--- config.mk ---
export PLATFORM = sky130hd
export DESIGN_NAME = dtw_word_assembler_flat
export DESIGN_NICKNAME = d
export VERILOG_FILES = /design/src/rtl/dtw_word_assembler_pkg.sv /design/src/rtl/dtw_word_assembler_if.sv /design/src/rtl/dtw_word_assembler_watchdog.sv /design/src/rtl/dtw_word_assembler.sv /design/src/flat_wrapper.sv
export SDC_FILE = /design/constraint.sdc
export NUM_CORES = 1
export LEC_CHECK = 0
export CAP_MARGIN = 5
export CORE_MARGIN = 1.5
export CORE_UTILIZATION = 50
export DETAILED_ROUTE_END_ITERATION = 8
export HOLD_SLACK_MARGIN = 0.08
export PLACE_DENSITY = 0.95
export SYNTH_ARGS = -nofsm -noshare
export SYNTH_HDL_FRONTEND = slang
export SYNTH_SLANG_ARGS = --single-unit
export TNS_END_PERCENT = 1
--- constraint.sdc ---
create_clock -name i_WA_clk -period 6.8 [get_ports i_WA_clk]
set_input_delay 1.7 -clock i_WA_clk [delete_from_list [all_inputs] [get_ports i_WA_clk]]
set_output_delay 1.7 -clock i_WA_clk [all_outputs]
set_load 0.01 [all_outputs]
--- src/rtl/dtw_word_assembler_pkg.sv ---
// Shared constants, state encoding and character classification for the DTW word assembler.
package wa_pkg;
   localparam int CHAR_W   = 8;
   localparam int CHAR_NUM = 15;
   localparam int WORD_W   = CHAR_NUM * CHAR_W;
   localparam int LEN_W    = $clog2(CHAR_NUM + 1);

   localparam logic [CHAR_W-1:0] CH_COMMIT = 8'h20;
   localparam logic [CHAR_W-1:0] CH_BKSP   = 8'h08;
   localparam logic [CHAR_W-1:0] CH_NULL   = 8'h00;

   typedef enum logic [1:0] {
      S_COLLECT = 2'd0,
      S_START   = 2'd1,
      S_WAIT    = 2'd2,
      S_OUT     = 2'd3
   } wa_state_e;

   // Anything that is not a control code is stored as a letter.
   function automatic logic is_letter(input logic [CHAR_W-1:0] c);
      return (c != CH_COMMIT) && (c != CH_BKSP) && (c != CH_NULL);
   endfunction
endpackage

--- src/rtl/dtw_word_assembler_if.sv ---
// Character input, DTW launch/result and corrected-word output bundle of the word assembler.
interface dtw_word_assembler_if;
   import wa_pkg::*;

   logic                 i_WA_char_valid;
   logic [CHAR_W-1:0]    i_WA_char;
   logic                 o_WA_char_ready;
   logic                 o_WA_dtw_start;
   logic [WORD_W-1:0]    o_WA_dtw_word;
   logic                 i_WA_dtw_finish;
   logic [WORD_W-1:0]    i_WA_dtw_word;
   logic                 o_WA_word_valid;
   logic [WORD_W-1:0]    o_WA_word;
   logic                 i_WA_word_ready;
   logic                 o_WA_timeout;
   logic                 o_WA_overflow;
   logic [LEN_W-1:0]     o_WA_len;

   modport slave (
      input  i_WA_char_valid, i_WA_char, i_WA_dtw_finish, i_WA_dtw_word, i_WA_word_ready,
      output o_WA_char_ready, o_WA_dtw_start, o_WA_dtw_word, o_WA_word_valid, o_WA_word,
             o_WA_timeout, o_WA_overflow, o_WA_len
   );

   modport master (
      output i_WA_char_valid, i_WA_char, i_WA_dtw_finish, i_WA_dtw_word, i_WA_word_ready,
      input  o_WA_char_ready, o_WA_dtw_start, o_WA_dtw_word, o_WA_word_valid, o_WA_word,
             o_WA_timeout, o_WA_overflow, o_WA_len
   );
endinterface

--- src/rtl/dtw_word_assembler_watchdog.sv ---
// Clear/enable counter that flags the last permitted wait cycle for the DTW finish pulse.
module wa_watchdog #(
   parameter int TIMEOUT_CYCLES = 2048
) (
   input  logic clk,
   input  logic rst_n,
   input  logic clr,
   input  logic en,
   output logic expire
);
   localparam int TMR_W = $clog2(TIMEOUT_CYCLES + 1);
   localparam logic [TMR_W-1:0] LAST = TMR_W'(TIMEOUT_CYCLES - 1);

   logic [TMR_W-1:0] cnt_q;
   logic [TMR_W-1:0] cnt_d;

   // Next count: clear wins, otherwise count while enabled and hold at the last cycle.
   always_comb begin
      cnt_d = cnt_q;
      if (clr) begin
         cnt_d = '0;
      end else if (en && (cnt_q != LAST)) begin
         cnt_d = cnt_q + TMR_W'(1);
      end else begin
         cnt_d = cnt_q;
      end
   end

   // Counter register.
   always_ff @(posedge clk) begin
      if (!rst_n) begin
         cnt_q <= '0;
      end else begin
         cnt_q <= cnt_d;
      end
   end

   assign expire = en && (cnt_q == LAST);
endmodule

--- src/rtl/dtw_word_assembler.sv ---
// Collects glove characters into a zero-padded word, hands it to DTW and returns the corrected word.
// Optional build macro WA_DEDUP_EN drops a letter equal to the previously stored one.
module dtw_word_assembler
   import wa_pkg::*;
#(
   parameter int TIMEOUT_CYCLES = 2048
) (
   input  logic                 i_WA_clk,
   input  logic                 i_WA_rst_n,
   dtw_word_assembler_if.slave  bus
);
   wa_state_e         state_q,    state_d;
   logic [WORD_W-1:0] buf_q,      buf_d;
   logic [LEN_W-1:0]  len_q,      len_d;
   logic [WORD_W-1:0] result_q,   result_d;
   logic              timeout_q,  timeout_d;
   logic              overflow_q, overflow_d;
   logic              wd_clr_s;
   logic              wd_en_s;
   logic              wd_expire_s;
   logic              is_dup_s;

   wa_watchdog #(.TIMEOUT_CYCLES(TIMEOUT_CYCLES)) u_watchdog (
      .clk    (i_WA_clk),
      .rst_n  (i_WA_rst_n),
      .clr    (wd_clr_s),
      .en     (wd_en_s),
      .expire (wd_expire_s)
   );

`ifdef WA_DEDUP_EN
   // A held gesture repeats the same letter; compare against the last stored slot.
   always_comb begin
      if (len_q != '0) begin
         is_dup_s = (buf_q[(int'(len_q) - 1) * CHAR_W +: CHAR_W] == bus.i_WA_char);
      end else begin
         is_dup_s = 1'b0;
      end
   end
`else
   assign is_dup_s = 1'b0;
`endif

   // Next-state, buffer editing and result capture.
   always_comb begin
      state_d    = state_q;
      buf_d      = buf_q;
      len_d      = len_q;
      result_d   = result_q;
      timeout_d  = timeout_q;
      overflow_d = 1'b0;
      wd_clr_s   = 1'b0;
      wd_en_s    = 1'b0;
      case (state_q)
         S_COLLECT: begin
            if (bus.i_WA_char_valid) begin
               if (is_letter(bus.i_WA_char)) begin
                  if (is_dup_s) begin
                     len_d = len_q;
                  end else if (len_q < LEN_W'(CHAR_NUM)) begin
                     buf_d[int'(len_q) * CHAR_W +: CHAR_W] = bus.i_WA_char;
                     len_d = len_q + LEN_W'(1);
                  end else begin
                     overflow_d = 1'b1;
                  end
               end else if (bus.i_WA_char == CH_BKSP) begin
                  if (len_q != '0) begin
                     buf_d[(int'(len_q) - 1) * CHAR_W +: CHAR_W] = CH_NULL;
                     len_d = len_q - LEN_W'(1);
                  end else begin
                     len_d = len_q;
                  end
               end else if (bus.i_WA_char == CH_COMMIT) begin
                  if (len_q != '0) begin
                     state_d = S_START;
                  end else begin
                     state_d = S_COLLECT;
                  end
               end else begin
                  state_d = S_COLLECT;
               end
            end else begin
               state_d = S_COLLECT;
            end
         end
         S_START: begin
            wd_clr_s = 1'b1;
            state_d  = S_WAIT;
         end
         S_WAIT: begin
            wd_en_s = 1'b1;
            // A finish arriving on the expiry cycle still delivers the DTW result.
            if (bus.i_WA_dtw_finish) begin
               result_d  = bus.i_WA_dtw_word;
               timeout_d = 1'b0;
               state_d   = S_OUT;
            end else if (wd_expire_s) begin
               result_d  = buf_q;
               timeout_d = 1'b1;
               state_d   = S_OUT;
            end else begin
               state_d = S_WAIT;
            end
         end
         S_OUT: begin
            if (bus.i_WA_word_ready) begin
               buf_d   = '0;
               len_d   = '0;
               state_d = S_COLLECT;
            end else begin
               state_d = S_OUT;
            end
         end
         default: begin
            state_d = S_COLLECT;
         end
      endcase
   end

   // State and datapath registers.
   always_ff @(posedge i_WA_clk) begin
      if (!i_WA_rst_n) begin
         state_q    <= S_COLLECT;
         buf_q      <= '0;
         len_q      <= '0;
         result_q   <= '0;
         timeout_q  <= 1'b0;
         overflow_q <= 1'b0;
      end else begin
         state_q    <= state_d;
         buf_q      <= buf_d;
         len_q      <= len_d;
         result_q   <= result_d;
         timeout_q  <= timeout_d;
         overflow_q <= overflow_d;
      end
   end

   assign bus.o_WA_char_ready = i_WA_rst_n && (state_q == S_COLLECT);
   assign bus.o_WA_dtw_start  = (state_q == S_START);
   assign bus.o_WA_dtw_word   = buf_q;
   assign bus.o_WA_word_valid = (state_q == S_OUT);
   assign bus.o_WA_word       = result_q;
   assign bus.o_WA_timeout    = timeout_q;
   assign bus.o_WA_overflow   = overflow_q;
   assign bus.o_WA_len        = len_q;
endmodule

--- src/flat_wrapper.sv ---
// flat-port wrapper written by rule: the top's interface ports become plain ports
module dtw_word_assembler_flat import wa_pkg::*;
#(
   parameter int TIMEOUT_CYCLES = 2048
)
  (i_WA_clk, i_WA_rst_n, bus_i_WA_char_valid, bus_i_WA_char, bus_i_WA_dtw_finish, bus_i_WA_dtw_word, bus_i_WA_word_ready, bus_o_WA_char_ready, bus_o_WA_dtw_start, bus_o_WA_dtw_word, bus_o_WA_word_valid, bus_o_WA_word, bus_o_WA_timeout, bus_o_WA_overflow, bus_o_WA_len);
  dtw_word_assembler_if bus_i ();
  input  logic i_WA_clk;
  input  logic i_WA_rst_n;
  input wire logic [$bits(bus_i.i_WA_char_valid)-1:0] bus_i_WA_char_valid;
  input wire logic [$bits(bus_i.i_WA_char)-1:0] bus_i_WA_char;
  input wire logic [$bits(bus_i.i_WA_dtw_finish)-1:0] bus_i_WA_dtw_finish;
  input wire logic [$bits(bus_i.i_WA_dtw_word)-1:0] bus_i_WA_dtw_word;
  input wire logic [$bits(bus_i.i_WA_word_ready)-1:0] bus_i_WA_word_ready;
  output wire logic [$bits(bus_i.o_WA_char_ready)-1:0] bus_o_WA_char_ready;
  output wire logic [$bits(bus_i.o_WA_dtw_start)-1:0] bus_o_WA_dtw_start;
  output wire logic [$bits(bus_i.o_WA_dtw_word)-1:0] bus_o_WA_dtw_word;
  output wire logic [$bits(bus_i.o_WA_word_valid)-1:0] bus_o_WA_word_valid;
  output wire logic [$bits(bus_i.o_WA_word)-1:0] bus_o_WA_word;
  output wire logic [$bits(bus_i.o_WA_timeout)-1:0] bus_o_WA_timeout;
  output wire logic [$bits(bus_i.o_WA_overflow)-1:0] bus_o_WA_overflow;
  output wire logic [$bits(bus_i.o_WA_len)-1:0] bus_o_WA_len;
  assign bus_i.i_WA_char_valid = bus_i_WA_char_valid;
  assign bus_i.i_WA_char = bus_i_WA_char;
  assign bus_i.i_WA_dtw_finish = bus_i_WA_dtw_finish;
  assign bus_i.i_WA_dtw_word = bus_i_WA_dtw_word;
  assign bus_i.i_WA_word_ready = bus_i_WA_word_ready;
  assign bus_o_WA_char_ready = bus_i.o_WA_char_ready;
  assign bus_o_WA_dtw_start = bus_i.o_WA_dtw_start;
  assign bus_o_WA_dtw_word = bus_i.o_WA_dtw_word;
  assign bus_o_WA_word_valid = bus_i.o_WA_word_valid;
  assign bus_o_WA_word = bus_i.o_WA_word;
  assign bus_o_WA_timeout = bus_i.o_WA_timeout;
  assign bus_o_WA_overflow = bus_i.o_WA_overflow;
  assign bus_o_WA_len = bus_i.o_WA_len;
  dtw_word_assembler #(.TIMEOUT_CYCLES(TIMEOUT_CYCLES)) u_core (.i_WA_clk(i_WA_clk), .i_WA_rst_n(i_WA_rst_n), .bus(bus_i));
endmodule
# After elaboration in Yosys (flattened, before gate mapping)
# Index checks and enable logic that the tools add are counted.
op_classes:
  mux: 32
  n_addsub: 6
  n_mul: 0
  div: 0
  n_reduce_logical: 15
  order_cmp: 1
  n_bitwise: 1
  shifts: 4
  n_eq_ne: 16
ops:
  columns: ["op", "n"]
  rows:
  - ["$mux W120", 8]
  - ["$bwmux W120", 2]
  - ["$pmux W120 S2", 1]
  - ["$shift A8 B33 Y120 const A", 2]
  - ["$shiftx A8 B33 Y120", 1]
  - ["$shiftx A8 B33 Y120 const A", 1]
  - ["$neg A32 Y33", 1]
  - ["$neg A7 Y33", 1]
  - ["$mux W4", 6]
  - ["$add A12 B1 Y12 const B", 1]
  - ["$eq A12 B11 Y1 const B", 1]
  - ["$ne A12 B11 Y1 const B", 1]
  - ["$mux W2", 5]
  - ["$ne A3 B3 Y1 const B", 3]
  - ["$eq A8 B4 Y1 const B", 1]
  - ["$eq A8 B6 Y1 const B", 1]
  - ["$mux W1", 8]
  - ["$ne A8 B4 Y1 const B", 1]
  - ["$ne A8 B6 Y1 const B", 1]
  - ["$pmux W2 S4", 1]
  - ["$pmux W4 S2", 1]
  - ["$reduce_bool A8 Y1", 1]
  - ["$ne A3 B1 Y1 const B", 2]
  - ["$reduce_and A6 Y1", 1]
  - ["other kinds (15)", 23]
totals:
  mem_count: 0
  word_cells: 82
  romBits: 0
  input_bits: 133
  latch_bits: 0
  register_bits: 260
  ramBits: 0
  output_inout_bits: 249

# Depth between registers and ports, before layout
# Gate-level depths: netlist of the first run.
depth:
  word_depth: 9
  mapped_depth: 17
  mapped_depth_nobuf: 13

# Hierarchy
# From an unflattened synthesis of the first run, not the netlist that was laid out.
unflattened:
  cells_unflattened: 1444
  area_unflattened_um2: 12495.7
by_module_without_submodules:
  columns: ["module", "seq_area_each_um2", "instances", "cells_each", "area_each_um2"]
  rows:
  - ["dtw_word_assembler", 4964.8, 1, 1371, 11877.6]
  - ["wa_watchdog", 240.2, 1, 73, 618.1]

# Worst setup path after synthesis of the first run
# Ideal clock, no wire load.
synth_path:
  path_kind: "input -> output"
  start: "input port i_WA_rst_n"
  end: "output port bus_o_WA_char_ready"
  required_ns: 5.100
  path_stages: 4
  path_buffers: 3
  arrival_time_ns: 2.652
  slack_ns: 2.448
  path_cell_list: "clkbuf_1 > clkbuf_1 > clkbuf_1 > and2_1"
synth_between:
  elab_chain_cells: 1
synth_rtl:
  columns: ["item", "line", "source"]
  rows:
  - ["start, declared", "flat_wrapper.sv:9", "input logic i_WA_rst_n;"]
  - ["$logic_and A1 B1 Y1", "dtw_word_assembler.sv:139", "assign bus.o_WA_char_ready = i_WA_rst_n && (state_q == S_COLLECT);"]
  - ["end, declared", "flat_wrapper.sv:15", "output wire logic [$bits(bus_i.o_WA_char_ready)-1:0] bus_o_WA_char_ready;"]
# Every way passes these cells.

# Final worst setup path of the first run
layout_path:
  start: "register u_core.len_q[0] (netlist: u_core.bus.o_WA_len[0])"
  end: "register u_core.buf_q[104] (netlist: u_core.bus.o_WA_dtw_word[104])"
layout_between:
  elab_chain_cells: 9
  elab_cells_between_ends: 20
  cone_classes: "add/sub (3); order compare (1); eq/ne (2); shift (4); mux (8); reduce/logical (2)"
layout_rtl:
  columns: ["item", "line", "source"]
  rows:
  - ["start, declared", "dtw_word_assembler.sv:14", "logic [LEN_W-1:0] len_q, len_d;"]
  - ["start signal, assigned", "dtw_word_assembler.sv:132", "len_q <= len_d;"]
  - ["$sub A4 B1 Y5", "dtw_word_assembler.sv:68", "buf_d[(int'(len_q) - 1) * CHAR_W +: CHAR_W] = CH_NULL;"]
  - ["$neg A32 Y33", "dtw_word_assembler.sv:68", null]
  - ["$shiftx A8 B33 Y120 / $shift A8 B33 Y120 (equally long branches)", "dtw_word_assembler.sv:68", null]
  - ["$bwmux W120", "dtw_word_assembler.sv:68", null]
  - ["$mux W120", "dtw_word_assembler.sv:67", "if (len_q != '0) begin"]
  - ["$mux W120", "dtw_word_assembler.sv:66", "end else if (bus.i_WA_char == CH_BKSP) begin"]
  - ["$mux W120", "dtw_word_assembler.sv:57", "if (is_letter(bus.i_WA_char)) begin"]
  - ["$mux W120", "dtw_word_assembler.sv:56", "if (bus.i_WA_char_valid) begin"]
  - ["$pmux W120 S2", "dtw_word_assembler.sv:54", "case (state_q)"]
  - ["end signal, assigned", "dtw_word_assembler.sv:131", "buf_q <= buf_d;"]
  - ["end, declared", "dtw_word_assembler.sv:13", "logic [WORD_W-1:0] buf_q, buf_d;"]
# Parallel ways exist; a longest one is shown, timed or not. The select of a mux whose other input is x is not followed.
# A chain may end at the register's enable or synchronous reset.

==> run metrics, run 1 <==
Commonest cells post-synth 260 x dfxtp_1, 158 x nor2_1, 145 x mux2i_1, 121 x a211oi_1, 94 x nand2_1; max cap viols 0; layout cell share with drive strength beyond 1 0.0487; Detailed Routing Iterations Pass 1 5; Synth Area in Adders 0.0215; PortBufs 381; # placed instances 1798; Crit. Startpoint u_core.bus.o_WA_len[0]; number of diodes 0; Worst R2R Setup Slack approximately 2.0 ns; status completed; top-count cell post-synth dfxtp_1; min cycle time layout 4.80 ns; Num CTS Buffers 27; Initial DRC Count 1146; critical path class reg -> reg; setup TNS 0 ns; # fillers 1575; clk buf depth 3; largest net degree at the start of global routing roughly 130; sequential area share after synthesis 0.457; GPL Wtd Cong 1.04; slew margin rel. 0.275; CORE AREA 22500 um2; Clk pin slew, worst setup/hold paths approximately 0.06 ns; Layout Cells excl Fill 1845; # IOs between 300 and 400; Die Span X 154 um; Worst Setup Start Kind flip-flop; CTS tree yes; gr ovfl total 0; Area Overhead vs Synth 42.3%; die height 154 um; arrival time at the worst endpoint 5.25 ns; cell area power density 236 nW/um2; Root Buffer clkbuf_16; initial antenna violation count 0; Die ar. 23700 um2; Hold Path Class reg -> reg; via count 11100; worst hold slack 0.491 ns; Clock Sinks 260; vias in the first global route roughly 11000; Yosys reg bits 260; Synth Area in Compound Gates 0.184; Initial Util 0.506; CTS Hold Bufs 0; syn nets between 1000 and 1500; multiplexer share of the synthesized area 0.127; Cell Rows 55; HPWL after DPL 29100 um; sequential share of power 0.418; Post-synth ARST share 0; Gates resized, CTS repair 0; Routed WL 40800 um; Clk pwr share 0.424; sw power 0.000994 W; critical path endpoint u_core.bus.o_WA_dtw_word[104]; Synth Area per Inst 9.34 um2; Overall Power 0.00383 W; count of different cell masters after synthesis 66; Worst Max-Slew Pin Slew ~1.1 ns; simple-gate share of the synthesized area 0.155; all-layer global routing usage 0.331; Final setup viols 0; Synth Area in XOR/XNOR 0.0127; Top FF cell, synth dfxtp_1; Clock Latency Late Sink 0.53 ns; leading area contributor after synthesis dfxtp_1; Comb pwr share 0.158; first-pass GRT wire length 62400 um; Crit Path Max Fanout 20; Reg2Reg Capture Point u_core.bus.o_WA_dtw_word[104]; WP data required ~7.3 ns; Cells after Synth 1219; EDFF count, synth 0; switching fraction of total power 0.259; Peak VDD IR 0.160 mV; internal power about 0.0028 W; vias per cell 6.03; largest family of logic cells by synthesized area compound AO/OA/AOI/OAI gates; metal3 WL 3380 um; synthesized cell area around 11000 um2; met2 routed WL 19800 um; Leakage roughly 5.7 nW; Final Max Tran Viols 0; top routing layer in use met4; top cells by area, synth dfxtp_1 46%, mux2i_1 13%, a211oi_1 8.0%; Setup Buffers After CTS 0; Final Hold Vio Count 0; Yosys top cell area share 0.457; residual DRC count 0; f_max between 200 and 250 MHz; RSZ-0062 raised after global routing false; # H-tree levels 1; Reg2Reg Depth 13; Crit. End Element flip-flop; skew final 0.0107 ns; Antenna Nets Post-Route 0; metal1 wirelength 16000 um; final net count 1694; synth warn 0; fin crit share 0.705; drt wl/cell 22.1 um; RR Startpoint u_core.bus.o_WA_len[0]
## metal layers
layer / up-vias / GRT usage
li1: 5110 / -
met1: 5258 / 0.410
met2: 624 / 0.569
met3: 132 / 0.0575
met4: 0 / 0.140
met5: - / 0
## critical path, stage by stage (launching register included)
cell	delay, ns
dfxtp_1	0.76
inv_1	0.19
ha_1	0.55
nand2_1	0.18
nor2_1	0.46
nand2_1	0.17
inv_1	0.09
ha_1	0.25
nor4_1	0.46
and4b_1	0.41
and2_1	0.19
nand3_1	0.16
a221oi_4	0.59
mux2i_1	0.26
## registers in the layout, indices dropped and copies added, names as in the netlist
signal / cells
u_core.bus.o_WA_len: 4
u_core.state_q: 2
u_core.bus.o_WA_timeout: 1
u_core.u_watchdog.cnt_q: 12
u_core.bus.o_WA_word: 120
u_core.bus.o_WA_overflow: 1
u_core.bus.o_WA_dtw_word: 120
## cells in the final DEF (no fill, tap or decap), types with 9 or more instances in the layout
cell               n
nand4_1           12
a211oi_1         121
clkbuf_8           9
clkdlybuf4s50_1  379
clkbuf_16         27
xor2_1             9
o31ai_1           16
ha_1              18
nand2_1           94
nand3_1           61
mux2i_1          145
o2bb2ai_1         34
o21ai_0           19
nor2_1           158
dfxtp_1          260
inv_1             17
o22ai_1           24
a21oi_1           14
## per-stage QoR
step,cell area (um2),util,worst slack [ns]
floorplan,11400,-,2.45
global placement,15200,0.677,2.00
detailed placement,15200,0.677,1.86
CTS,16200,0.720,2.10
global route,16200,0.720,1.77
finish,16200,0.720,2.00
## kinds of logic after synthesis
family / count (synthesis)
xor gates and xnor gates: 15
buffers and inverters: 113
and+or+nand+nor: 388
adders and majority gates: 19
DFF: 260
AOI/OAI and AO/OA: 279
muxes: 145
## power by group through the flow
stage               combinational (W)  clock, W  sequential [W]
floorplan                    0.000331         0         0.00164
global placement             0.000580         0         0.00163
detailed placement           0.000588         0         0.00163
CTS                          0.000594   0.00163         0.00160
global route                 0.000644   0.00170         0.00160
finish                       0.000607   0.00162         0.00160
## layout make-up
class | instances | area, um2 | share of cell area
multi-input cells | 846 | 5720 | 0.353
well taps | 285 | 357 | 0.0220
clock buffers | 39 | 811 | 0.0500
repair buffers | 389 | 3880 | 0.240
clock inverters | 8 | 168 | 0.0103
inverters | 18 | 70.1 | 0.00432
flip-flops and latches | 260 | 5200 | 0.321
## worst min-delay path by stage
stage	startpoint	slack, ns	end	cells past startpoint
CTS	u_core.bus.o_WA_dtw_word[22]	0.49	u_core.bus.o_WA_dtw_word[22]	2
floorplan	u_core.u_watchdog.cnt_q[8]	0.45	u_core.u_watchdog.cnt_q[8]	2
finish	u_core.bus.o_WA_dtw_word[22]	0.49	u_core.bus.o_WA_dtw_word[22]	2
detailed placement	u_core.bus.o_WA_dtw_word[36]	0.48	u_core.bus.o_WA_dtw_word[36]	2
global placement	u_core.bus.o_WA_dtw_word[22]	0.47	u_core.bus.o_WA_dtw_word[22]	2
global route	u_core.bus.o_WA_dtw_word[39]	0.51	u_core.bus.o_WA_dtw_word[39]	2
No activity file was read; power rests on OpenSTA's default activity.
==> run 2: changes to the inputs <==
Settings changed: CORE_UTILIZATION 50 to 42, PLACE_DENSITY 0.95 to 0.88.
Clock period 6.8 ns to 4.4 ns, I/O delays scaled along.
==> run metrics, run 2 (synthesis results as in run 1) <==
Final Hold Vio Count 0 (unchanged); Layout Cells excl Fill 1925 (was 1845); M2 GR Usage 0.468 (was 0.569); slew margin rel. 0.276 (was 0.275); Die ar. 28100 um2 (was 23700 um2); all-layer global routing usage 0.277 (was 0.331); # IOs 382 (unchanged); WP data required 4.86 ns (was 7.26 ns); Crit Path Max Fanout 9 (was 20); Die Span X 168 um (was 154 um); Worst Max-Slew Pin Slew 1.09 ns (about the same); die height 168 um (was 154 um); f_max 253 MHz (was 208 MHz); first-pass GRT wire length 61900 um (was 62400 um); # placed instances 1872 (was 1798); layout cell share with drive strength beyond 1 0.0600 (was 0.0487); skew final 0.0208 ns (was 0.0107 ns); HPWL after DPL 29400 um (was 29100 um); residual DRC count 0 (unchanged); cell area power density 358 nW/um2 (was 236 nW/um2); multi-input logic area 5720 um2 (unchanged); RSZ-0062 raised after global routing false (unchanged); internal power 0.00432 W (was 0.00284 W); Final Max Tran Viols 0 (unchanged); gr busiest metal met2 (unchanged); Cell Area, Placed 15500 um2 (was 15200 um2); sequential share of power 0.418 (about the same); register area 5200 um2 (unchanged); via count 11000 (was 11100); Root Buffer clkbuf_16 (unchanged); max incr delay on CP 0.62 ns (was 0.76 ns); arrival time at the worst endpoint 4.42 ns (was 5.25 ns); max cap viols 0 (unchanged); Gates resized, CTS repair 0 (unchanged); status completed (unchanged); # fillers 2168 (was 1575); Worst Setup Start Kind flip-flop (unchanged); Setup Buffers After CTS 0 (unchanged); most common cell after layout, fill and taps aside clkdlybuf4s50_1 (unchanged); Num CTS Buffers 28 (was 27); Initial DRC Count 823 (was 1146); critical path class reg -> reg (unchanged); drt wl/cell 21.0 um (was 22.1 um); CP cell instances inv_1 > ha_1 > xor2_1 > nor2_1 > nand2_1 > inv_1 > ha_1 > nor4_1 > and4b_1 > and2_1 > nand3_1 > a221oi_4 > mux2i_1 (was inv_1 > ha_1 > nand2_1 > nor2_1 > nand2_1 > inv_1 > ha_1 > nor4_1 > and4b_1 > and2_1 > nand3_1 > a221oi_4 > mux2i_1); GR met1 Demand/Resource 0.350 (was 0.410); largest net degree at the start of global routing 99 (was 133); min cycle time layout 3.96 ns (was 4.80 ns); Final Cell Area 16400 um2 (was 16200 um2); Area Overhead vs Synth 44.2% (was 42.3%); gr ovfl total 0 (unchanged); Buffers & Inverters on Critical Path 2 (unchanged); Worst path top cell family by delay simple AND/OR/NAND/NOR gates (unchanged); initial antenna violation count 0 (unchanged); worst hold slack 0.480 ns (was 0.491 ns); Clock Latency Late Sink 0.54 ns (was 0.53 ns); Comb pwr share 0.166 (was 0.158); commonest non-fill, non-tap cells in the layout 379 x clkdlybuf4s50_1, 260 x dfxtp_1, 158 x nor2_1 (unchanged); fin crit share 0.899 (was 0.705); Leakage 5.78 nW (was 5.71 nW); CORE AREA 26800 um2 (was 22500 um2); Hold Path Class reg -> reg (unchanged); Clk pwr share 0.416 (was 0.424); GPL Wtd Cong 0.939 (was 1.04); Crit. End Element flip-flop (unchanged); # H-tree levels 1 (unchanged); setup TNS 0 ns (unchanged); slowest CP cell a221oi_4 (was dfxtp_1); PortBufs 381 (unchanged); Detailed Routing Iterations Pass 1 8 (was 5); switching fraction of total power 0.266 (was 0.259); Cell Rows 60 (was 55); Antenna Nets Post-Route 0 (unchanged); sw power 0.00157 W (was 0.000994 W); Initial Util 0.425 (was 0.506); CTS tree yes (unchanged); Clk pin slew, worst setup/hold paths 0.06 ns (about the same); routing usage on met3 0.0416 (was 0.0575); Clock Sinks 260 (unchanged); CTS Hold Bufs 0 (unchanged); Peak VDD IR 0.225 mV (was 0.160 mV); vias in the first global route 10700 (about the same); clk buf depth 3 (unchanged); final net count 1713 (was 1694); Final setup viols 0 (unchanged); vias per cell 5.69 (was 6.03); Routed WL 40500 um (was 40800 um)
run 2: through the flow:
stage	util	total power [W]	setup WS, ns
finish	0.613	0.00588	0.443
global route	0.613	0.00609	0.245
floorplan	-	0.00304	0.526
detailed placement	0.577	0.00346	0.443
CTS	0.613	0.00590	0.525
global placement	0.577	0.00345	0.507
run 2: final cells by class:
cell class | instances | share of cell area
clock buffers | 41 | 0.0500
repair buffers | 407 | 0.246
clock inverters | 11 | 0.00876
inverters | 18 | 0.00427
well taps | 341 | 0.0260
multi-input cells | 846 | 0.348
diodes | 1 | 0.000152
flip-flops and latches | 260 | 0.317
run 2: worst reg2reg max path, stage by stage (launching register included):
cell and delay [ns]:
dfxtp_1 0.31, inv_1 0.11, ha_1 0.35, xor2_1 0.40, nor2_1 0.21, nand2_1 0.13, inv_1 0.05, ha_1 0.30
nor4_1 0.45, and4b_1 0.37, and2_1 0.18, nand3_1 0.12, a221oi_4 0.62, mux2i_1 0.30
run 2: path summary, 6_finish.rpt:
check                                                  start  cells past startpoint  slack, ns                             to
worst min-delay path            u_core.bus.o_WA_dtw_word[35]                      2       0.48   u_core.bus.o_WA_dtw_word[35]
worst max register to register        u_core.bus.o_WA_len[1]                     13       0.44  u_core.bus.o_WA_dtw_word[111]
worst max-delay path                  u_core.bus.o_WA_len[1]                     13       0.44  u_core.bus.o_WA_dtw_word[111]
worst min register to register  u_core.bus.o_WA_dtw_word[35]                      2       0.48   u_core.bus.o_WA_dtw_word[35]
run 2: power groups by stage:
| stage | clock [W] | combinational, W | sequential (W) |
|---|---|---|---|
| after CTS | 0.00248 | 0.000962 | 0.00246 |
| after global placement | 0 | 0.000942 | 0.00251 |
| after floorplan | 0 | 0.000511 | 0.00253 |
| after detailed placement | 0 | 0.000956 | 0.00251 |
| after global routing | 0.00258 | 0.00104 | 0.00246 |
| final | 0.00245 | 0.000975 | 0.00246 |
run 2: metal layers:
metal / part of all wire / vias to the layer above
met1: 0.42 / 5205
met2: 0.48 / 488
li1: - / 5153
met3: 0.063 / 105
met5: 0 / -
met4: 0.042 / 0
==> run 3: changes to the inputs <==
Clock period 4.4 ns to 3.6 ns, I/O delays scaled along.
==> run metrics, run 3 (synthesis results as in run 1) <==
Worst Setup Start Kind flip-flop (unchanged); arrival time at the worst endpoint 3.74 ns (was 4.42 ns); PortBufs 381 (unchanged); Leakage 5.95 nW (was 5.78 nW); fin crit share 0.925 (was 0.899); slew margin rel. 0.383 (was 0.276); Num CTS Buffers 28 (unchanged); Initial Util 0.425 (unchanged); initial antenna violation count 2 (was 0); Cell Rows 60 (unchanged); f_max 300 MHz (was 253 MHz); drt wl/cell 21.3 um (was 21.0 um); min cycle time layout 3.33 ns (was 3.96 ns); setup TNS 0 ns (unchanged); Clock Sinks 260 (unchanged); RSZ-0062 raised after global routing false (unchanged); skew final 0.0149 ns (was 0.0208 ns); Die ar. 28100 um2 (unchanged); layout cell share with drive strength beyond 1 0.0772 (was 0.0600); Final Max Tran Viols 0 (unchanged); critical path class reg -> reg (unchanged); commonest non-fill, non-tap cells in the layout 379 x clkdlybuf4s50_1, 260 x dfxtp_1, 157 x nor2_1 (was 379 x clkdlybuf4s50_1, 260 x dfxtp_1, 158 x nor2_1); CORE AREA 26800 um2 (unchanged); residual DRC count 0 (unchanged); CTS Hold Bufs 0 (unchanged); vias in the first global route 10700 (about the same); Clk pin slew, worst setup/hold paths 0.06 ns (about the same); vias per cell 5.71 (was 5.69); Gates resized, CTS repair 0 (unchanged); Die Span X 168 um (unchanged); GPL Wtd Cong 0.984 (was 0.939); Area Overhead vs Synth 46.9% (was 44.2%); Worst R2R Setup Slack 0.27 ns (was 0.44 ns); Crit Path Max Fanout 8 (was 9); via count 11100 (was 11000); max cap viols 0 (unchanged); Crit. End Element flip-flop (unchanged); Peak VDD IR 0.364 mV (was 0.225 mV); Overall Power 0.00736 W (was 0.00588 W); Worst Max-Slew Pin Slew 0.925 ns (was 1.09 ns); Final setup viols 0 (unchanged); # IOs 382 (unchanged); CTS tree yes (unchanged); multi-input logic area 5740 um2 (was 5720 um2); first-pass GRT wire length 62400 um (was 61900 um); Initial DRC Count 830 (was 823); Clock Latency Late Sink 0.54 ns (about the same); Hold Path Class reg -> reg (unchanged); all-layer global routing usage 0.283 (was 0.277); Antenna Nets Post-Route 0 (unchanged); Final Hold Vio Count 0 (unchanged); gr ovfl total 0 (unchanged); clk buf depth 3 (unchanged); Setup Buffers After CTS 0 (unchanged); status completed (unchanged); die height 168 um (unchanged); cell area power density 440 nW/um2 (was 358 nW/um2); Detailed Routing Iterations Pass 1 5 (was 8); final net count 1739 (was 1713); Root Buffer clkbuf_16 (unchanged); largest net degree at the start of global routing 122 (was 99); register area 5200 um2 (unchanged); # H-tree levels 1 (unchanged); Routed WL 41600 um (was 40500 um); WP data required 4.01 ns (was 4.86 ns); HPWL after DPL 30500 um (was 29400 um); # fillers 2153 (was 2168); most common cell after layout, fill and taps aside clkdlybuf4s50_1 (unchanged)
-- run 3: cell types whose count changed in the layout (fill, tap and decap cells not counted), sizes merged --
cell | previous run | this run
diode | 1 | 3
bufinv | 3 | 4
clkinvlp | 4 | 2
buf | 28 | 54
clkinv | 3 | 2
clkbuf | 41 | 42
inv | 19 | 18
-- run 3: final timing paths --
kind	cells past startpoint	end	from
worst max register to register	12	u_core.bus.o_WA_dtw_word[49]	u_core.bus.o_WA_len[1]
worst min register to register	2	u_core.u_watchdog.cnt_q[8]	u_core.u_watchdog.cnt_q[8]
worst max-delay path	12	u_core.bus.o_WA_dtw_word[49]	u_core.bus.o_WA_len[1]
worst min-delay path	2	u_core.u_watchdog.cnt_q[8]	u_core.u_watchdog.cnt_q[8]
-- run 3: worst max-delay path, cell delays in order (launching register included) --
cell and delay [ns]:
dfxtp_1 0.31, inv_1 0.12, ha_1 0.25, or3b_1 0.49
inv_1 0.12, ha_1 0.26, nor4_2 0.33, and4b_1 0.30
nand2_1 0.15, o41ai_1 0.39, buf_4 0.18, a21oi_2 0.12
o2bb2ai_1 0.18
-- run 3: power by group --
group,internal [W],total [W],switching (W)
Combinational,0.000568,0.00126,0.000693
Clock,0.00191,0.00310,0.00118
Sequential,0.00295,0.00301,0.0000528
-- run 3: final cells by class --
class,count,share of cell area
clock buffers,42,0.0511
repair buffers,433,0.256
clock inverters,8,0.00867
multi-input cells,846,0.343
well taps,341,0.0255
flip-flops and latches,260,0.311
diodes,3,0.000449
inverters,18,0.00419
-- run 3: per-layer routing --
metal	track usage	wire length [um]	vias up
met3	0.0470	2740	91
li1	-	-	5211
met1	0.351	17100	5359
met5	0	0	-
met4	0.103	1310	0
met2	0.493	20500	488
-- run 3: per-stage QoR --
| stage | setup slack, ns | util | instances | cell area [um2] | hold WS, ns |
|---|---|---|---|---|---|
| after floorplan | 0.0111 | - | 1219 | 11400 | 0.454 |
| after global placement | 0.151 | 0.587 | 1898 | 15700 | 0.464 |
| after detailed placement | 0.118 | 0.587 | 1898 | 15700 | 0.477 |
| after CTS | 0.243 | 0.624 | 1948 | 16700 | 0.485 |
| after global routing | 0.0574 | 0.624 | 1950 | 16700 | 0.503 |
| final | 0.269 | 0.624 | 1951 | 16700 | 0.480 |
